## config.mk

```make
export PLATFORM = sky130hd
export DESIGN_NAME = hex_step_counter
export DESIGN_NICKNAME = d
export VERILOG_FILES = /design/src/rtl/hex_step_counter_pkg.sv /design/src/rtl/hex_step_counter_btn_debounce.sv /design/src/rtl/hex_step_counter.sv
export SDC_FILE = /design/constraint.sdc
export NUM_CORES = 1
export LEC_CHECK = 0
export ABC_AREA = 1
export BUFFER_PORTS_ARGS = -buffer_cell sky130_fd_sc_hd__buf_4
export CAP_MARGIN = 20
export CORE_MARGIN = 2
export CORE_UTILIZATION = 40
export DETAILED_ROUTE_END_ITERATION = 10
export GPL_TIMING_DRIVEN = 0
export PLACE_DENSITY_LB_ADDON = 0.2
export SLEW_MARGIN = 20
export SYNTH_ARGS = -nofsm -noshare
export SYNTH_HDL_FRONTEND = slang
export SYNTH_HIERARCHICAL = 1
export SYNTH_SLANG_ARGS = --single-unit
export TNS_END_PERCENT = 1
```

## constraint.sdc

```tcl
create_clock -name clk -period 1.9 [get_ports clk]
set_input_delay 0.095 -clock clk [delete_from_list [all_inputs] [get_ports clk]]
set_output_delay 0.095 -clock clk [all_outputs]
set_load 0.05 [all_outputs]
```

## src/rtl/hex_step_counter_pkg.sv

```systemverilog
// Shared constants for the hex counter and the 7-segment decoder stage.
// Widths, wrap value and default timing parameters live here.
package hex_step_counter_pkg;

  localparam int HEX_W = 4;
  localparam logic [HEX_W-1:0] HEX_MAX = 4'hF;

  localparam int DEF_PRESCALE_DIV = 12_000_000;
  localparam int DEF_DEBOUNCE_CYCLES = 120_000;

  function automatic logic [HEX_W-1:0] hex_next(
    input logic [HEX_W-1:0] cur,
    input logic up
  );
    return up ? cur + 1'b1 : cur - 1'b1;
  endfunction

  function automatic logic hex_wraps(
    input logic [HEX_W-1:0] cur,
    input logic up
  );
    return up ? (cur == HEX_MAX) : (cur == '0);
  endfunction

endpackage

```

## src/rtl/hex_step_counter_btn_debounce.sv

```systemverilog
// Pushbutton front end: 2-FF synchroniser, stability counter and
// a one-cycle press pulse on each accepted release->press change.
module btn_debounce #(
  parameter int DEBOUNCE_CYCLES = 120_000
) (
  input  logic clk,
  input  logic rst,
  input  logic raw_n,
  output logic level,
  output logic press_pulse
);

  localparam int DW = $clog2(DEBOUNCE_CYCLES + 1);

  logic          sync1;
  logic          sync2;
  logic [DW-1:0] cnt;

  always_ff @(posedge clk) begin
    if (rst) begin
      sync1       <= 1'b1;
      sync2       <= 1'b1;
      level       <= 1'b1;
      cnt         <= '0;
      press_pulse <= 1'b0;
    end else begin
      sync1       <= raw_n;
      sync2       <= sync1;
      press_pulse <= 1'b0;
      if (sync2 == level) begin
        cnt <= '0;
      end else if (cnt == DW'(DEBOUNCE_CYCLES - 1)) begin
        // this sample is the last of the required stable run
        level       <= sync2;
        cnt         <= '0;
        press_pulse <= ~sync2;
      end else begin
        cnt <= cnt + 1'b1;
      end
    end
  end

endmodule

```

## src/rtl/hex_step_counter.sv

```systemverilog
// Hex value source for the 7-segment decoder: prescaled auto-count
// or debounced button stepping, with tick and wrap strobes.
module hex_step_counter
  import hex_step_counter_pkg::*;
#(
  parameter int PRESCALE_DIV = DEF_PRESCALE_DIV,
  parameter int DEBOUNCE_CYCLES = DEF_DEBOUNCE_CYCLES
) (
  input  logic             clk,
  input  logic             rst,
  input  logic             btn_n,
  input  logic             run,
  input  logic             dir,
  output logic [HEX_W-1:0] hex_out,
  output logic             tick_out,
  output logic             wrap_out
);

  localparam int PW = $clog2(PRESCALE_DIV);

  logic [PW-1:0] pcnt;
  logic          pre_tick;
  logic          btn_level;
  logic          btn_press;
  logic          step_req;
  logic          advance;

  btn_debounce #(
    .DEBOUNCE_CYCLES(DEBOUNCE_CYCLES)
  ) u_btn (
    .clk        (clk),
    .rst        (rst),
    .raw_n      (btn_n),
    .level      (btn_level),
    .press_pulse(btn_press)
  );

  // a press pulse always coincides with the level going low
  assign step_req = btn_press & ~btn_level;
  assign pre_tick = run && (pcnt == PW'(PRESCALE_DIV - 1));
  assign advance  = pre_tick | step_req;

  always_ff @(posedge clk) begin
    if (rst || !run || pre_tick) begin
      pcnt <= '0;
    end else begin
      pcnt <= pcnt + 1'b1;
    end
  end

  always_ff @(posedge clk) begin
    if (rst) begin
      hex_out  <= '0;
      tick_out <= 1'b0;
      wrap_out <= 1'b0;
    end else begin
      tick_out <= advance;
      wrap_out <= advance & hex_wraps(hex_out, dir);
      if (advance) begin
        hex_out <= hex_next(hex_out, dir);
      end
    end
  end

endmodule

```

Yosys cells after proc, flatten, opt, wreduce, memory -nomap -nowiden. Index checks and enable logic that the tools add are counted.

Flip-flop bits (word level): 51. Output and inout port bits: 6.

Add/subtract/negate cells: 4. Equality and inequality tests: 4. Mux-type cells: 2. Bitwise operators: 7. Reductions and logical operators: 8.

Operators by type and width (number): adder 24 x 1 -> 24 bit (second input constant) (1); == test 24 bit (second input constant) (1); adder 17 x 1 -> 17 bit (second input constant) (1); == test 17 bit (second input constant) (1); OR reduction 3 bit (2); adder 4 x 1 -> 4 bit (second input constant) (1); == test 4 bit (second input constant) (1); logical NOT 4 bit (1); two-way mux 4 bit (1); inverter 1 bit (4); subtractor 4 x 1 -> 4 bit (second input constant) (1); bitwise AND 1 bit (2); logical OR 1 bit (2); AND reduction 2 bit (1); == test 1 bit (1); logical AND 1 bit (1); logical NOT 1 bit (1); two-way mux 1 bit (1); bitwise OR 1 bit (1).

Logic depth before layout (Yosys ltp). Gate-level depths: netlist of the first run.

Depth in word-level cells: 4. Mapped depth: 10. Gate-level depth less buffers: 10.

By module. The synthesis of the first run kept the hierarchy.

Modules (own cells, without submodules): hex_step_counter (instances 1, cells an instance 235, area each 1650.3 µm², seq. area each 600.6 µm²); btn_debounce (instances 1, cells an instance 151, area each 1042.2 µm², seq. area each 420.4 µm²).

Worst setup path before layout of the first run. OpenSTA, ideal clock, no wires.

Path type: register -> register. Start point: register hex_out[2]. End point: register hex_out[3]. Library setup time: 0.114 ns. Arrival: 1.490 ns. Path slack: 0.296 ns. Cell stages (with the launch flop): 8. Path buffers: 0. Period minus slack after synthesis: 1.604 ns. Path through: dfxtp_1 ha_1 a21oi_1 nand2_1 xor2_1 nand2_1 nand2_1 nor2_1.

Word-level cells in the longest chain between the ends: 2.

Ends and longest elaborated chain: start, declared (line hex_step_counter.sv:14) `output logic [HEX_W-1:0] hex_out,`; start signal, assigned (line hex_step_counter.sv:60) `hex_out <= hex_next(hex_out, dir);`; subtractor 4 x 1 -> 4 bit or adder 4 x 1 -> 4 bit (tied branches) (line hex_step_counter_pkg.sv:15) `return up ? cur + 1'b1 : cur - 1'b1;`; two-way mux 4 bit (*) (line hex_step_counter_pkg.sv:15).

Mark *: on every way between the ends. The rest lies on a longest branch, timed or not. A chain may end at the register's enable or synchronous reset.

Worst setup path after layout of the first run.
Start point: register pcnt[0]. End point: register pcnt[18].

Word-level cells in the longest chain between the ends: 3.

Ends and longest elaborated chain: start, declared (line hex_step_counter.sv:21) `logic [PW-1:0] pcnt;`; start signal, assigned (line hex_step_counter.sv:47) `pcnt <= pcnt + 1'b1;`; parallel branches: the longest is 3 deep, another holds adder 24 x 1 -> 24 bit.

Several ways; the timed one is not identified.

==> flow_summary.toml, run 1 <==
[cells_and_area]
finalNonFillerCells = 483
regArea_um2 = 1020
fin_area_um2 = 2980
drive_gt1_frac = 0.103
fillers = 648
fin_nets = 415
top_regs = "pcnt: 24 flops, u_btn/cnt: 17 flops, hex_out: 4 flops"
n_antenna_cell = 0
largest_reg_flops = 24
area_growth_pct = 10.8
regMostFlops = "pcnt"
multi_input_area_um2 = 1490

[logic_synthesis]
syn_avg_cell_area_um2 = 6.98
synth-edff-count = 0
synth_seq_area_share = 0.379
synth-main-ff-cell = "dfxtp_1"
synth_common_cells = "nor2_1 (100), nand2_1 (97), dfxtp_1 (51)"
ys_top_cells_by_area = "dfxtp_1 (38%), nor2_1 (14%), nand2_1 (14%), inv_1 (4.9%), xor2_1 (4.2%)"
synth_area_um2 = 2690
ys_ff_latch = 51
yosysWarnings = 6
postSynth.asyncResetShare = 0
synthDistinctLibCells = 27
yosysMostFrequentCell = "nor2_1"
netlist.area_leader.share = 0.379
syn_nets = 396
synth_area_leader_cell = "dfxtp_1"
netlist_instances = 386

[clock_tree]
ctsResizeCount = 0
cts_root_buffer = "clkbuf_8"
cts.sinks = 51
cts_buffers = 5
clk_latency_ns = 0.30
cts_tree = "done"
clkTransAtPathRegs_ns = 0.09
post_cts_buffers = 0
cts.htree.levels = 2
clock_path_buffers = 2

[power_and_ir_drop]
netSwitchingFraction = 0.211
powerDensity_nw_per_um2 = 608
pwr-share-comb = 0.032
p_clk_frac = 0.375
p_int_w = 0.00143
p_leak_nw = 1.02
seqPwrFrac = 0.592
power_switching_w = 0.000383
vdd_drop_max_v = 0.000343

[grt]
grt_pass1_vias = 2132
antenna_found_initial = 0
grt_pass1_wl_um = 9140
track_usage = 0.152
grt_max_degree = 15
grt-ovfl-total = 0

[setup_path]
r2r_cells = 9
critPathCaptureType = "flop"
cp-start-kind = "flop"
path_class = "flop to flop"
critPathArrivalTime_ns = 1.81
max_stage_delay_ns = 0.36
worstPathMaxFanout = 10
crit_slowest_cell = "dfxtp_1"
cp_cell_sequence = "ha_1 -> nand2_2 -> nor2_4 -> nand2_4 -> nor2_4 -> nand2_4 -> nand3_4 -> buf_12 -> a21oi_1"
critPathRequiredTime_ns = 2.09

[sta]
min_period_over_period = 0.851
final.setup.tns_ns = 0
finalHoldViolations = 0
setup_ws_ns = 0.284
setup_viol = 0
tightest_slew_ns = 0.299
timing.fmax_ghz = 0.619
maxSlewViolCount = 0
period_minus_slack_ns = 1.62
fin_skew_ns = 0.00636
slew_headroom = 0.800
rsz0062_at_grt = "false"
whs_ns = 0.149

[status]
status = "completed"

[floorplan]
die_h_um = 86.0
die_area_um2 = 7400
die_w_um = 86.0
io_pins = 11
num_rows = 29
core_area_um2 = 6420
start_util = 0.419

[route]
routed_wl_um = 5100
viasPerCell = 4.75
dr.max_layer_used = "met4"
wl_met2_um = 2420
drcViolationCount = 0
first_pass_iters = 4
wl_met1_um = 2520
vias = 2292
ant_nets = 0
route.met3.wl_um = 125
wire_per_inst_um = 10.6
drt_iter0_drc = 93

[placed_design]
pre_cts_slack_ns = 0.270
place_inst = 473
postPlaceCellArea_um2 = 2860
gp_congestion = 0.917
hpwl_um = 3930
io_buffers = 10

[job]
drv_cap = 0

[min_path]
hold_path_class = "primary input to flop"
holdPathStages = 3
-- repair_timing --
action                                  4_1_cts  5_1_grt
hold buffers                                  1        1
endpoints found under the setup margin        0        0
hold endpoints to repair                      1        2
-- cells in the final DEF, fill, tap and decap left out, types with 2 or more instances in the layout --
master         count
nor2_1           100
nand2_1           97
dfxtp_1           51
inv_1             35
nand3_1           21
xor2_1            13
buf_4             10
xnor2_1            8
a21oi_1            7
clkbuf_8           7
nand3b_1           6
a21oi_2            6
nand4_1            6
nor3_1             6
ha_1               4
nor2_2             3
nor2_4             3
nand2_4            3
o21ai_0            3
nand3_4            2
or2_0              2
dlygate4sd3_1      2
nand3_2            2
or2_2              2
-- worst max-delay path: cells and delay by family, from the launching register on --
kind | cells | cell delay [ns]
flip-flops | 1 | 0.36
buffers and inverters | 1 | 0.15
AO/OA/AOI/OAI | 1 | 0.04
adder cells (fa/ha/maj) | 1 | 0.25
AND/OR/NAND/NOR | 6 | 0.71
-- cell type report --
cell class / count / share of cell area
Timing Repair Buffer: 12 / 0.0319
Sequential cell: 51 / 0.342
Inverter: 35 / 0.0440
Multi-Input combinational cell: 297 / 0.501
Buffer: 3 / 0.0155
Clock buffer: 8 / 0.0335
Tap cell: 77 / 0.0323
-- per-layer routing --
metal | track usage | vias up
li1 | - | 1240
met1 | 0.190 | 1032
met2 | 0.268 | 16
met3 | 0.0308 | 4
met4 | 0.0361 | 0
met5 | 0 | -
-- worst paths after layout --
kind | to | startpoint | slack, ns
hold / removal | pcnt[22] | run | 0.15
setup / recovery | pcnt[18] | pcnt[0] | 0.28
hold reg to reg | u_btn/sync2 | u_btn/sync1 | 0.42
setup reg to reg | pcnt[18] | pcnt[0] | 0.28
-- power by group through the flow --
stage / Clock, W / Sequential [W] / Combinational [W]
global route: 0.000742 / 0.00108 / 0.0000658
floorplan: 0 / 0.00110 / 0.0000384
finish: 0.000681 / 0.00108 / 0.0000584
detailed placement: 0 / 0.00110 / 0.0000562
global placement: 0 / 0.00110 / 0.0000560
CTS: 0.000709 / 0.00108 / 0.0000582
-- kinds of logic after synthesis --
| group | after synthesis | synth area share |
|---|---|---|
| AO/OA/AOI/OAI | 17 | 0.0409 |
| XOR/XNOR | 21 | 0.0683 |
| adder cells (fa/ha/maj) | 5 | 0.0260 |
| buffers and inverters | 38 | 0.0660 |
| flip-flops | 51 | 0.379 |
| AND/OR/NAND/NOR | 254 | 0.420 |
-- through the flow --
stage / util / total power, W
after floorplan: - / 0.00114
after global placement: 0.446 / 0.00116
after detailed placement: 0.446 / 0.00116
after CTS: 0.463 / 0.00184
after global routing: 0.465 / 0.00188
final: 0.465 / 0.00182
Power figures use the tool's default switching activity.
==> run 2, diff against run 1 <==
- CORE_UTILIZATION: 40 -> 50
- MAX_ROUTING_LAYER: unset -> met4
==> run 2 against run 1 <==
Compared with the run above: sequential share of layout area about the same; sequential power about the same; combinational power about the same; wire length increased by 3.2%; worst setup slack got worse by 0.021 ns; count of clock-buffer cells in the layout decreased by 3; die area decreased by 19%; cell count decreased by 1.7%; critical path type unchanged; largest cell class unchanged; largest power group unchanged.
==> flow_summary.toml, run 2 (synthesis results as in run 1) <==
[status]
status = "completed"

[setup_path]
critPathCaptureType = "flop"
r2r_start = "pcnt[0]"
r2r_slack_ns = 0.26
critPathRequiredTime_ns = 2.10
path_class = "flop to flop"
r2r_cells = 9
critPathArrivalTime_ns = 1.84
r2r_end = "pcnt[12]"
worstPathMaxFanout = 10
cp-start-kind = "flop"

[clock_tree]
cts.htree.levels = 2
ctsHoldBuffers = 2
clock_path_buffers = 2
clk_latency_ns = 0.30
clkTransAtPathRegs_ns = 0.09
cts_root_buffer = "clkbuf_8"
cts_tree = "done"
ctsResizeCount = 0
cts_buffers = 5
post_cts_buffers = 0
cts.sinks = 51

[sta]
timing.fmax_ghz = 0.611
finalHoldViolations = 0
final.setup.tns_ns = 0
setup_viol = 0
fin_skew_ns = 0.00650
period_minus_slack_ns = 1.64
slew_headroom = 0.793
min_period_over_period = 0.861
rsz0062_at_grt = "false"
whs_ns = 0.142
tightest_slew_ns = 0.310
maxSlewViolCount = 0

[route]
first_pass_iters = 4
viasPerCell = 4.83
vias = 2294
wire_per_inst_um = 11.1
routed_wl_um = 5260
drcViolationCount = 0
drt_iter0_drc = 122
ant_nets = 0

[grt]
antenna_found_initial = 0
track_usage = 0.199
grt_pass1_vias = 2165
grt_max_degree = 16
grt_pass1_wl_um = 9340
grt-ovfl-total = 0

[placed_design]
place_inst = 466
io_buffers = 10
postPlaceCellArea_um2 = 2860
gp_congestion = 0.909
hpwl_um = 4040

[floorplan]
start_util = 0.524
die_h_um = 77.4
io_pins = 11
num_rows = 26
die_w_um = 77.4
core_area_um2 = 5140
die_area_um2 = 5990

[power_and_ir_drop]
power_w = 0.00188
p_leak_nw = 1.02
powerDensity_nw_per_um2 = 629
vdd_drop_max_v = 0.000427

[cells_and_area]
final_cell_mix = "nor2_1 (100), nand2_1 (97), dfxtp_1 (51)"
finalNonFillerCells = 475
n_antenna_cell = 0
fin_nets = 415
top_regs = "pcnt: 24 flops, u_btn/cnt: 17 flops, hex_out: 4 flops"
largest_reg_flops = 24
fillers = 531
layout_commonest_cell = "nor2_1"
drive_gt1_frac = 0.104
regMostFlops = "pcnt"
fin_area_um2 = 2980
area_growth_pct = 10.7

[min_path]
holdPathStages = 3
holdPathEnd = "pcnt[22]"
worstHoldStart = "run"
hold_path_class = "primary input to flop"

[job]
drv_cap = 0
[run 2: changes by cell type in the layout (fill, tap and decap cells not counted), sizes merged]
cell and change:
clkbuf -3, bufinv +1, clkinvlp +1
[run 2: critical path: stages (launching register included)]
cell and delay (ns):
dfxtp_1 0.37, ha_1 0.26, nand2_2 0.11, nor2_4 0.19
nand2_4 0.09, nor2_4 0.10, nand2_4 0.08, nand3_4 0.13
buf_12 0.15, a21oi_1 0.05
[run 2: worst max path at each step]
stage	startpoint	to	slack (ns)	cells past startpoint
2_1_floorplan	hex_out[2]	hex_out[3]	0.30	7
3_5_place_dp	pcnt[0]	pcnt[12]	0.24	9
5_1_grt	pcnt[0]	pcnt[12]	0.12	9
3_3_place_gp	pcnt[0]	pcnt[15]	0.28	9
6_report	pcnt[0]	pcnt[12]	0.26	9
4_1_cts	pcnt[0]	pcnt[12]	0.22	9
[run 2: where the power goes]
| part | internal, W | switching (W) | leakage [nW] |
|---|---|---|---|
| clock network | 0.000385 | 0.000356 | 0.0502 |
| logic | 0.0000265 | 0.0000319 | 0.559 |
| registers | 0.00107 | 0.00000290 | 0.411 |
| total | 0.00148 | 0.000391 | 1.02 |
[run 2: per-stage QoR]
step,utilization,setup WS (ns)
after detailed placement,0.556,0.235
after CTS,0.580,0.222
after floorplan,-,0.296
after global placement,0.556,0.282
final,0.580,0.263
after global routing,0.580,0.116
[run 2: metal layers]
layer  vias up  global-route usage  wire (µm)
met5         -                   -          0
met4         0              0.0696         70
met3         7              0.0407         95
met2        16               0.338       2600
met1      1028               0.235       2500
li1       1243                   -          -
[run 2: layout make-up]
type	count	area, µm²	area share
multi-input cells	297	1490	0.501
flip-flops and latches	51	1020	0.342
inverters	35	131	0.0441
repair buffers	12	95.1	0.0319
well taps	70	87.6	0.0294
clock buffers	5	68.8	0.0231
plain buffers	3	46.3	0.0155
clock inverters	2	37.5	0.0126
==> run 3, diff against run 2 <==
- ABC_AREA: 1 -> unset
- clock period: 1.9 -> 1.8 ns (I/O delays scaled with it)
==> run 3 against run 2 <==
Compared with the run above: the run now ends with negative setup slack left; non-clock buffer count grew 30; maximum frequency shrank 13%; largest cell class unchanged; highest routed layer unchanged; clock skew shrank 0.00054 ns.
==> flow_summary.toml, run 3 <==
[power_and_ir_drop]
vdd_drop_max_v = 0.000435
powerDensity_nw_per_um2 = 588
p_leak_nw = 1.08
power_w = 0.00187

[cells_and_area]
layout_commonest_cell = "nor2_1"
area_growth_pct = 26.1
final_cell_mix = "nor2_1 (40), buf_4 (30), dfxtp_1 (28)"
fin_area_um2 = 3180
largest_reg_flops = 24
top_regs = "pcnt: 24 flops, u_btn/cnt: 17 flops, hex_out: 4 flops"
drive_gt1_frac = 0.317
regMostFlops = "pcnt"
n_antenna_cell = 0
utilization = 0.664
fin_nets = 337

[route]
ant_nets = 0
wire_per_inst_um = 14.1
viasPerCell = 5.53
vias = 2183
drcViolationCount = 0
first_pass_iters = 4
routed_wl_um = 5550
drt_iter0_drc = 136

[clock_tree]
cts.sinks = 51
cts_tree = "done"
clkTransAtPathRegs_ns = 0.09
cts_buffers = 5
clock_path_buffers = 2
cts_root_buffer = "clkbuf_8"
clk_latency_ns = 0.31
cts.htree.levels = 2

[setup_path]
cp-start-kind = "flop"
r2r_cells = 6
cpMostUsedCell = "or4_4"
cp_cell_sequence = "ha_4 -> nand2_4 -> or4_4 -> buf_8 -> or4_4 -> a21oi_2"
r2r_slack_ns = -0.08
crit_family = "simple AND/OR/NAND/NOR gates"
crit_end = "pcnt[20]"
r2r_end = "pcnt[20]"
crit_slowest_cell = "or4_4"
r2r_start = "pcnt[1]"
critPathRequiredTime_ns = 2.04
crit_buf_inv = 1
critPathArrivalTime_ns = 2.12
max_stage_delay_ns = 0.51
crit_start = "pcnt[1]"
path_class = "flop to flop"
worstPathMaxFanout = 5
critPathCaptureType = "flop"
cp_num_cells = 6

[sta]
period_minus_slack_ns = 1.88
setup_ws_ns = -0.0801
tightest_slew_ns = 0.531
final.setup.tns_ns = -1.03
min_period_over_period = 1.04
fin_skew_ns = 0.00596
timing.fmax_ghz = 0.532
slew_headroom = 0.643
rsz0062_at_grt = "true"
maxSlewViolCount = 0
setup_viol = 27
finalHoldViolations = 0

[placed_design]
io_buffers = 10
postPlaceCellArea_um2 = 2780
hpwl_um = 3410
gp_congestion = 0.800

[logic_synthesis]
yosysMostFrequentCell = "dfxtp_1"
synth-edff-count = 0
netlist.area_leader.share = 0.406
postSynth.asyncResetShare = 0
syn_avg_cell_area_um2 = 8.74
netlist_instances = 288
synth-main-ff-cell = "dfxtp_1"
ys_ff_latch = 51
ys_top_cells_by_area = "dfxtp_1 (41%), xnor2_1 (7.0%), nor2_1 (6.0%), nand4_1 (3.5%), nand3_1 (3.4%)"
yosysWarnings = 6
synthDistinctLibCells = 46
synth_area_um2 = 2520
synth_seq_area_share = 0.406
syn_nets = 298
synth_common_cells = "dfxtp_1 (51), nor2_1 (40), xnor2_1 (20)"
synth_area_leader_cell = "dfxtp_1"

[floorplan]
io_pins = 11
num_rows = 25
die_w_um = 75.0
die_area_um2 = 5620
die_h_um = 75.0
start_util = 0.526
core_area_um2 = 4790

[min_path]
hold_path_class = "primary input to flop"

[grt]
grt_max_degree = 16
track_usage = 0.221
antenna_found_initial = 0
grt_pass1_vias = 2030
grt_pass1_wl_um = 9310
grt-ovfl-total = 0

[status]
violations = "negative setup slack"
status = "complete, but fails checks"

[job]
drv_cap = 0
-- run 3: where the power goes --
part           internal, W   total, W  switching [W]  leakage (nW)
Combinational    0.0000409  0.0000814      0.0000405         0.616
Clock             0.000273   0.000654       0.000381        0.0412
Sequential         0.00113    0.00113     0.00000469         0.425
Total              0.00144    0.00187       0.000427          1.08
-- run 3: layout make-up --
type                            instances  area, µm²
Timing Repair Buffer                   35        277
Fill cell                             404       1610
Multi-Input combinational cell        213       1520
Tap cell                               67       83.8
Buffer                                 10        110
Inverter                               11       41.3
Clock buffer                            6       72.6
Sequential cell                        51       1060
Clock inverter                          2       12.5
-- run 3: through the flow --
stage | setup slack [ns] | instances | hold WS (ns)
4_1_cts | -0.0614 | 392 | 0.0554
3_5_place_dp | -0.204 | 365 | 0.284
6_report | -0.0801 | 395 | 0.0612
2_1_floorplan | -0.0523 | 288 | 0.191
5_1_grt | -0.134 | 395 | 0.0720
3_3_place_gp | -0.182 | 365 | 0.280
-- run 3: what timing repair did --
action | 4_1_cts | 5_1_grt
buffers inserted | 17 | 4
gates cloned | 3 | 0
pin swaps | 15 | 6
hold endpoints to repair | 1 | 0
hold buffers | 1 | 0
setup endpoints to repair | 36 | 44
resized for setup | 28 | 16
-- run 3: how the worst min path moves through the flow --
stage / startpoint / end / depth (start not counted)
global route: rst / u_btn/sync2 / 2
detailed placement: btn_n / u_btn/sync1 / 2
floorplan: rst / u_btn/level / 1
finish: rst / u_btn/level / 2
global placement: btn_n / u_btn/sync1 / 2
CTS: rst / u_btn/level / 2
-- run 3: metal layers --
| metal | routed length [µm] | part of all wire | vias to the layer above | track usage |
|---|---|---|---|---|
| li1 | - | - | 1099 | - |
| met1 | 2640 | 0.47 | 1036 | 0.282 |
| met2 | 2610 | 0.47 | 39 | 0.345 |
| met3 | 208 | 0.037 | 9 | 0.0482 |
| met4 | 99 | 0.018 | 0 | 0.0774 |
| met5 | 0 | 0 | - | - |
-- run 3: cells by family after synthesis --
family / after synthesis / share of synthesized area
simple gates: 146 / 0.328
flops: 51 / 0.406
compound gates: 29 / 0.0701
xor+xnor: 29 / 0.101
buf+inv: 24 / 0.0507
fa+ha+maj: 5 / 0.0278
mux: 4 / 0.0169
